**src/rtl/ekf_step_scheduler.sv**
```systemverilog
// -----------------------------------------------------------------------------
// ekf_step_scheduler
//
// Purpose:
//   Sequences the charge/discharge EKF estimator pair. One start pulse is issued
//   per sample period. The scheduler then waits for ekf_done and latches SOC and
//   V_RC into stable output registers. A mode change is applied only between
//   iterations, and a one-cycle stop pulse always comes first.
//
// Parameters:
//   PERIOD_CYC   cycles from one start pulse to the next (min 4)
//   TIMEOUT_CYC  max cycles spent in RUN waiting for ekf_done
//   CNT_W        width of the iteration counter and internal cycle counters
//
// Ports:
//   clk          system clock
//   n_rst        synchronous active-low reset
//   enable       1 = schedule iterations, 0 = finish current iteration, then idle
//   mode_req     requested mode (1 = charge, 0 = discharge)
//   ekf_done     estimator done (only its rising edge in RUN counts)
//   ekf_soc      estimator SOC, Q8.16 (integer part [22:16])
//   ekf_vrc      estimator V_RC
//   ekf_start    one-cycle start pulse to the estimator
//   ekf_stop     one-cycle stop pulse (mode switch, timeout, SOC limit)
//   ekf_mode     applied mode, drives the estimator mode select
//   soc_out      last latched SOC
//   vrc_out      last latched V_RC
//   soc_valid    one-cycle pulse when soc_out/vrc_out update
//   busy         1 in START/RUN/LATCH
//   timeout_err  sticky RUN-timeout flag; cleared by reset or enable 1->0
//   soc_limit    (SOC_LIMIT_EN only) sticky SOC-limit flag; cleared like timeout_err
//   iter_cnt     completed iterations; wraps after all-ones
//
// Configuration:
//   SOC_LIMIT_EN  When this macro is defined, the block checks each new SOC
//                 sample. If the sample hits the limit (charge >= 100, or
//                 discharge == 0), the block stops the estimator and enters
//                 HALT. It does not restart until enable toggles.
// -----------------------------------------------------------------------------
`timescale 1ns/1ps

module ekf_step_scheduler #(
    parameter int unsigned PERIOD_CYC  = 1000,
    parameter int unsigned TIMEOUT_CYC = 4096,
    parameter int unsigned CNT_W       = 16
) (
    input  logic             clk,
    input  logic             n_rst,
    input  logic             enable,
    input  logic             mode_req,
    input  logic             ekf_done,
    input  logic [23:0]      ekf_soc,
    input  logic [23:0]      ekf_vrc,
    output logic             ekf_start,
    output logic             ekf_stop,
    output logic             ekf_mode,
    output logic [23:0]      soc_out,
    output logic [23:0]      vrc_out,
    output logic             soc_valid,
    output logic             busy,
    output logic             timeout_err,
`ifdef SOC_LIMIT_EN
    output logic             soc_limit,
`endif
    output logic [CNT_W-1:0] iter_cnt
);

`ifdef SOC_LIMIT_EN
    typedef enum logic [2:0] {
        S_IDLE, S_SWITCH, S_WAIT, S_START, S_RUN, S_LATCH, S_ERR, S_HALT
    } state_t;
`else
    typedef enum logic [2:0] {
        S_IDLE, S_SWITCH, S_WAIT, S_START, S_RUN, S_LATCH, S_ERR
    } state_t;
`endif

    localparam logic [CNT_W-1:0] PERIOD_LOAD = CNT_W'(PERIOD_CYC - 1);
    localparam logic [CNT_W-1:0] TO_LAST     = CNT_W'(TIMEOUT_CYC - 1);

    state_t           r_state;
    state_t           w_state_next;
    logic [CNT_W-1:0] r_period_cnt;
    logic [CNT_W-1:0] r_to_cnt;
    logic [CNT_W-1:0] r_iter_cnt;
    logic [23:0]      r_soc;
    logic [23:0]      r_vrc;
    logic             r_mode;
    logic             r_done_d;
    logic             r_en_d;
    logic             r_timeout_err;
`ifdef SOC_LIMIT_EN
    logic             r_soc_limit;
    logic             w_limit;
`endif

    logic [CNT_W-1:0] w_period_next;
    logic [CNT_W-1:0] w_to_next;
    logic             w_period_expired;
    logic             w_to_expired;
    logic             w_done_rise;
    logic             w_en_fall;
    logic             w_mode_diff;
    logic             w_may_start;

    // The period counter saturates at zero. A done that arrives after the
    // period has run out then costs exactly one WAIT cycle.
    assign w_period_next    = (r_period_cnt == '0) ? '0 : r_period_cnt - CNT_W'(1);
    assign w_period_expired = (w_period_next == '0);
    assign w_to_next        = r_to_cnt + CNT_W'(1);
    assign w_to_expired     = (w_to_next == TO_LAST);
    // Edge detection keeps a held-high done from completing a later iteration.
    assign w_done_rise      = ekf_done & ~r_done_d;
    assign w_en_fall        = r_en_d & ~enable;
    assign w_mode_diff      = (mode_req != r_mode);

`ifdef SOC_LIMIT_EN
    // r_soc already holds the new sample while the FSM is in LATCH.
    assign w_limit     = r_mode ? (r_soc[22:16] >= 7'd100) : (r_soc[22:16] == 7'd0);
    assign w_may_start = enable & ~r_soc_limit;
`else
    assign w_may_start = enable;
`endif

    // NOTE: every variable written here gets a default first, so no path leaves it
    // unassigned and no latch is inferred.
    always_comb begin
        w_state_next = r_state;
        case (r_state)
            S_IDLE:   if (w_may_start) w_state_next = w_mode_diff ? S_SWITCH : S_START;
            S_SWITCH: w_state_next = S_START;
            S_START:  w_state_next = S_RUN;
            S_RUN: begin
                // Done wins over a timeout that falls in the same cycle.
                if (w_done_rise)       w_state_next = S_LATCH;
                else if (w_to_expired) w_state_next = S_ERR;
            end
            S_LATCH: begin
                w_state_next = enable ? S_WAIT : S_IDLE;
`ifdef SOC_LIMIT_EN
                if (w_limit) w_state_next = S_HALT;
`endif
            end
            S_WAIT: begin
                if (!enable)               w_state_next = S_IDLE;
                else if (w_period_expired) w_state_next = w_mode_diff ? S_SWITCH : S_START;
            end
            default:  w_state_next = S_IDLE;   // S_ERR, S_HALT
        endcase
    end

    // NOTE: sequential state uses non-blocking assignments so every register
    // samples the pre-edge values, independent of statement order.
    always_ff @(posedge clk) begin
        if (!n_rst) begin
            r_state       <= S_IDLE;
            r_period_cnt  <= '0;
            r_to_cnt      <= '0;
            r_iter_cnt    <= '0;
            r_soc         <= '0;
            r_vrc         <= '0;
            r_mode        <= 1'b0;
            r_done_d      <= 1'b0;
            r_en_d        <= 1'b0;
            r_timeout_err <= 1'b0;
`ifdef SOC_LIMIT_EN
            r_soc_limit   <= 1'b0;
`endif
        end else begin
            r_state  <= w_state_next;
            r_done_d <= ekf_done;
            r_en_d   <= enable;

            if (w_en_fall) begin
                r_timeout_err <= 1'b0;
`ifdef SOC_LIMIT_EN
                r_soc_limit   <= 1'b0;
`endif
            end

            case (r_state)
                S_SWITCH: r_mode <= mode_req;
                S_START: begin
                    r_period_cnt <= PERIOD_LOAD;
                    r_to_cnt     <= '0;
                end
                S_RUN: begin
                    r_period_cnt <= w_period_next;
                    r_to_cnt     <= w_to_next;
                    // Capture on the done edge so the data is already stable in LATCH.
                    if (w_done_rise) begin
                        r_soc      <= ekf_soc;
                        r_vrc      <= ekf_vrc;
                        r_iter_cnt <= r_iter_cnt + CNT_W'(1);
                    end
                end
                S_LATCH: begin
                    r_period_cnt <= w_period_next;
`ifdef SOC_LIMIT_EN
                    if (w_limit) r_soc_limit <= 1'b1;
`endif
                end
                S_WAIT:  r_period_cnt <= w_period_next;
                S_ERR:   r_timeout_err <= 1'b1;
                default: ;
            endcase
        end
    end

    assign ekf_start   = (r_state == S_START);
`ifdef SOC_LIMIT_EN
    assign ekf_stop    = (r_state == S_SWITCH) || (r_state == S_ERR) || (r_state == S_HALT);
    assign soc_limit   = r_soc_limit;
`else
    assign ekf_stop    = (r_state == S_SWITCH) || (r_state == S_ERR);
`endif
    assign ekf_mode    = r_mode;
    assign soc_out     = r_soc;
    assign vrc_out     = r_vrc;
    assign soc_valid   = (r_state == S_LATCH);
    assign busy        = (r_state == S_START) || (r_state == S_RUN) || (r_state == S_LATCH);
    assign timeout_err = r_timeout_err;
    assign iter_cnt    = r_iter_cnt;

endmodule

```
**config.mk**
```make
export PLATFORM = sky130hd
export DESIGN_NAME = ekf_step_scheduler
export DESIGN_NICKNAME = d
export VERILOG_FILES = /design/src/rtl/ekf_step_scheduler.sv
export SDC_FILE = /design/constraint.sdc
export NUM_CORES = 1
export LEC_CHECK = 0
export CAP_MARGIN = 0
export CORE_AREA = 2 2 112 114
export DETAILED_ROUTE_END_ITERATION = 8
export DIE_AREA = 0 0 114 116
export PLACE_DENSITY = 0.75
export SLEW_MARGIN = 40
export SYNTH_ARGS = -nofsm -noshare
export SYNTH_HDL_FRONTEND = slang
export SYNTH_SLANG_ARGS = --single-unit
```
**constraint.sdc**
```tcl
create_clock -name clk -period 2.5 [get_ports clk]
set_clock_uncertainty 0.1 [all_clocks]
set_input_delay 0.375 -clock clk [delete_from_list [all_inputs] [get_ports clk]]
set_output_delay 0.375 -clock clk [all_outputs]
set_load 0.02 [all_outputs]
```
==> results.md <==
* Hold WS at ~350 ps
* Post-synth EDFFs at 0
* Fin nets at 776
* DR iter-0 viols at 480
* Vias in the first global route at roughly 4300
* Max-cap violations at 0
* Post-synthesis sequential area ratio at 0.435
* Die height at roughly 120 µm
* Synthesized cell area at between 4000 and 5000 µm²
* Clock tree buffer depth at 2
* CTS clk-pin slew, worst paths at about 70 ps
* Ys Warns at 0
* DR vias/cell at between 5 and 6
* Initial antenna violation count at 0
* Ant. Diodes at 0
* Die width at 114 µm
* Final hold vios at 0
* Core area at approximately 12000 µm²
* FFs w/ async S/R, synth at 0
* Setup TNS at 0 ps
* IO Port Bufs at 122
* Pin count of the biggest net entering global routing at a little under 70
* Hold Crit Class: flip-flop to flip-flop
* Crit. End Element: output port
* Final Instance Area at 6430 µm²
* Pleak at approximately 2.2 nW
* Peak fanout along the critical path at 9
* Via count at 4706
* Slew HR at 0.581
* Post-synth top area cell: dfxtp_1
* Reg2reg start: r_period_cnt[0]
* Placer Congestion at around 0.88
* Power Total at roughly 5.3 mW
* Launch point of the worst path: r_state[0]
* Layer carrying the most global-route usage: met2
* GRT Overall Usage at 0.185
* Grt ovf at 0
* Non-filler instance count after layout at 870
* Share of post-route cells with drive strength above 1 at 0.0609
* Unrepaired setup endpoints after global routing: no
* Slew @ Worst Pin at 627 ps
* Core Rows at 40
* CTS tree: yes
* Wire length per cell at about 14 µm
* Outcome: completed
* Hold Crit Start: vrc_out[3]
* Dpl cells at ~860
* Tcrit/Tclk final at 0.954
* Max Clock Freq at between 0.4 and 0.5 GHz
* Critical path launch point type: flip-flop
* Total CTS buffers at 9
* DIE AREA at around 13000 µm²
* Top post-synthesis cells by count: 133 x nand2_1, 103 x dfxtp_1, 80 x a21oi_1, 61 x nor2_1, 26 x o21ai_0
* Grt met3 use at 0.0413
* H-tree levels at 3
* Placed Area at between 6000 and 7000 µm²
* Met2 Usage GRT at 0.306
* Worst-skew pair later-pin latency at approximately 340 ps
* DRT Pass-1 Iters at 5
* WP data required at approximately 2000 ps
* Setup violators final at 0
* Met1 Use GR at 0.236
* Post-DP HPWL at between 8000 and 9000 µm
* Area occupied by multi-input gates at around 2500 µm²
* Area contributors post-synth: dfxtp_1 44%, nand2_1 11%, a21oi_1 8.4%, nor2_1 4.8%, xnor2_1 3.3%
* Power per cell area at roughly 820 nW/µm²
* Setup repair bufs after CTS at 0
* Register area at 2070 µm²
* Initial core utilization at 0.398
* Period minus WS final at about 2400 ps
* First-pass GRT wire length at roughly 20000 µm
* VDD IR max at ~0.47 mV
* Ports at between 100 and 150
* Path type of the worst setup path: flip-flop to output port
* Area growth syn-to-layout at 35.6%
* CP Data Arrival Time at 1910 ps
* Netlist cell types at 57
* Slew Limit Fails at 0
* Ys flop type: dfxtp_1
* DRC errors left at 0
* DRT antenna net count at 0
* Post-Syn Instances at between 600 and 700
* CTS root buf: clkbuf_16
* Yosys top cell area share at 0.435
* # fillers at 1091
* FF+latch count, synth at a little over 100
* Top-count cell post-synth: nand2_1
* Syn_nets at about 670
* DRT Wirelength at approximately 12000 µm
* Avg Cell Area, Syn at approximately 7.8 µm²
* Num Clock Sinks at roughly 100
-- final cells by class --
class | count | area share
clock buffer | 11 | 0.0393
clock inverter | 4 | 0.0119
inverter | 11 | 0.00642
multi-input combinational | 461 | 0.386
sequential | 103 | 0.321
tap | 147 | 0.0286
timing repair buffer | 133 | 0.207
-- final timing paths --
path	end	slack [ps]	cells after the start
worst max register to register	r_period_cnt[10]	250	8
worst max-delay path	ekf_stop	110	4
worst min register to register	vrc_out[3]	350	2
worst min-delay path	vrc_out[3]	350	2
-- metrics by stage --
stage / setup WS, ps / util
floorplan: 518 / -
detailed placement: 213 / 0.512
global placement: 306 / 0.512
global route: 10.7 / 0.540
CTS: 50.4 / 0.539
finish: 115 / 0.540
-- report_power, final --
group / total [mW] / switching, mW / internal [mW]
Clock: 1.54 / 0.609 / 0.930
Sequential: 2.00 / 0.216 / 1.78
Combinational: 1.73 / 0.986 / 0.741
-- repair_timing --
| action | 4_1_cts | 5_1_grt |
|---|---|---|
| hold endpoints to repair | 0 | 0 |
| endpoints found under the setup margin | 1 | 4 |
| gates resized for setup | 1 | 2 |
| hold buffers | 0 | 0 |
-- kinds of logic after synthesis --
logic type,Yosys count,share of synthesized area
AO/OA/AOI/OAI,139,0.168
XOR/XNOR,24,0.0444
adder cells (fa/ha/maj),4,0.0106
buffers and inverters,45,0.0420
flip-flops,103,0.435
multiplexers,2,0.00422
AND/OR/NAND/NOR,292,0.296
-- layout by cell type, fill, tap and decap left out, types with 4 or more instances in the layout --
cell and n:
a21oi_1 80, a31oi_1 5, and2_1 6, buf_4 9
clkbuf_16 9, clkdlybuf4s50_1 122, dfxtp_1 100, ha_1 4
inv_1 10, nand2_1 133, nand2b_1 4, nand3_1 21
nand4_1 8, nor2_1 61, nor3_1 18, nor4_1 5
o21a_1 4, o21ai_0 26, or3_1 9, xnor2_1 18
xor2_1 6
-- worst max-delay path, stage by stage, from the launching register on --
cell	delay, ps
dfxtp_2	420
inv_1	100
or3_1	340
nand2_1	80
clkdlybuf4s50_1	630
-- registers in the layout, indices dropped and copies added (netlist names) --
signal / count
soc_out: 24
vrc_out: 24
iter_cnt: 16
r_period_cnt: 16
r_to_cnt: 16
r_state: 3
ekf_mode: 1
r_done_d: 1
r_en_d: 1
timeout_err: 1
-- routing by layer --
metal,vias up,share of wire
met5,-,0
met4,0,0.020
met3,20,0.076
met1,2185,0.44
li1,2319,-
met2,182,0.46
(Power assumes the default switching activity.)
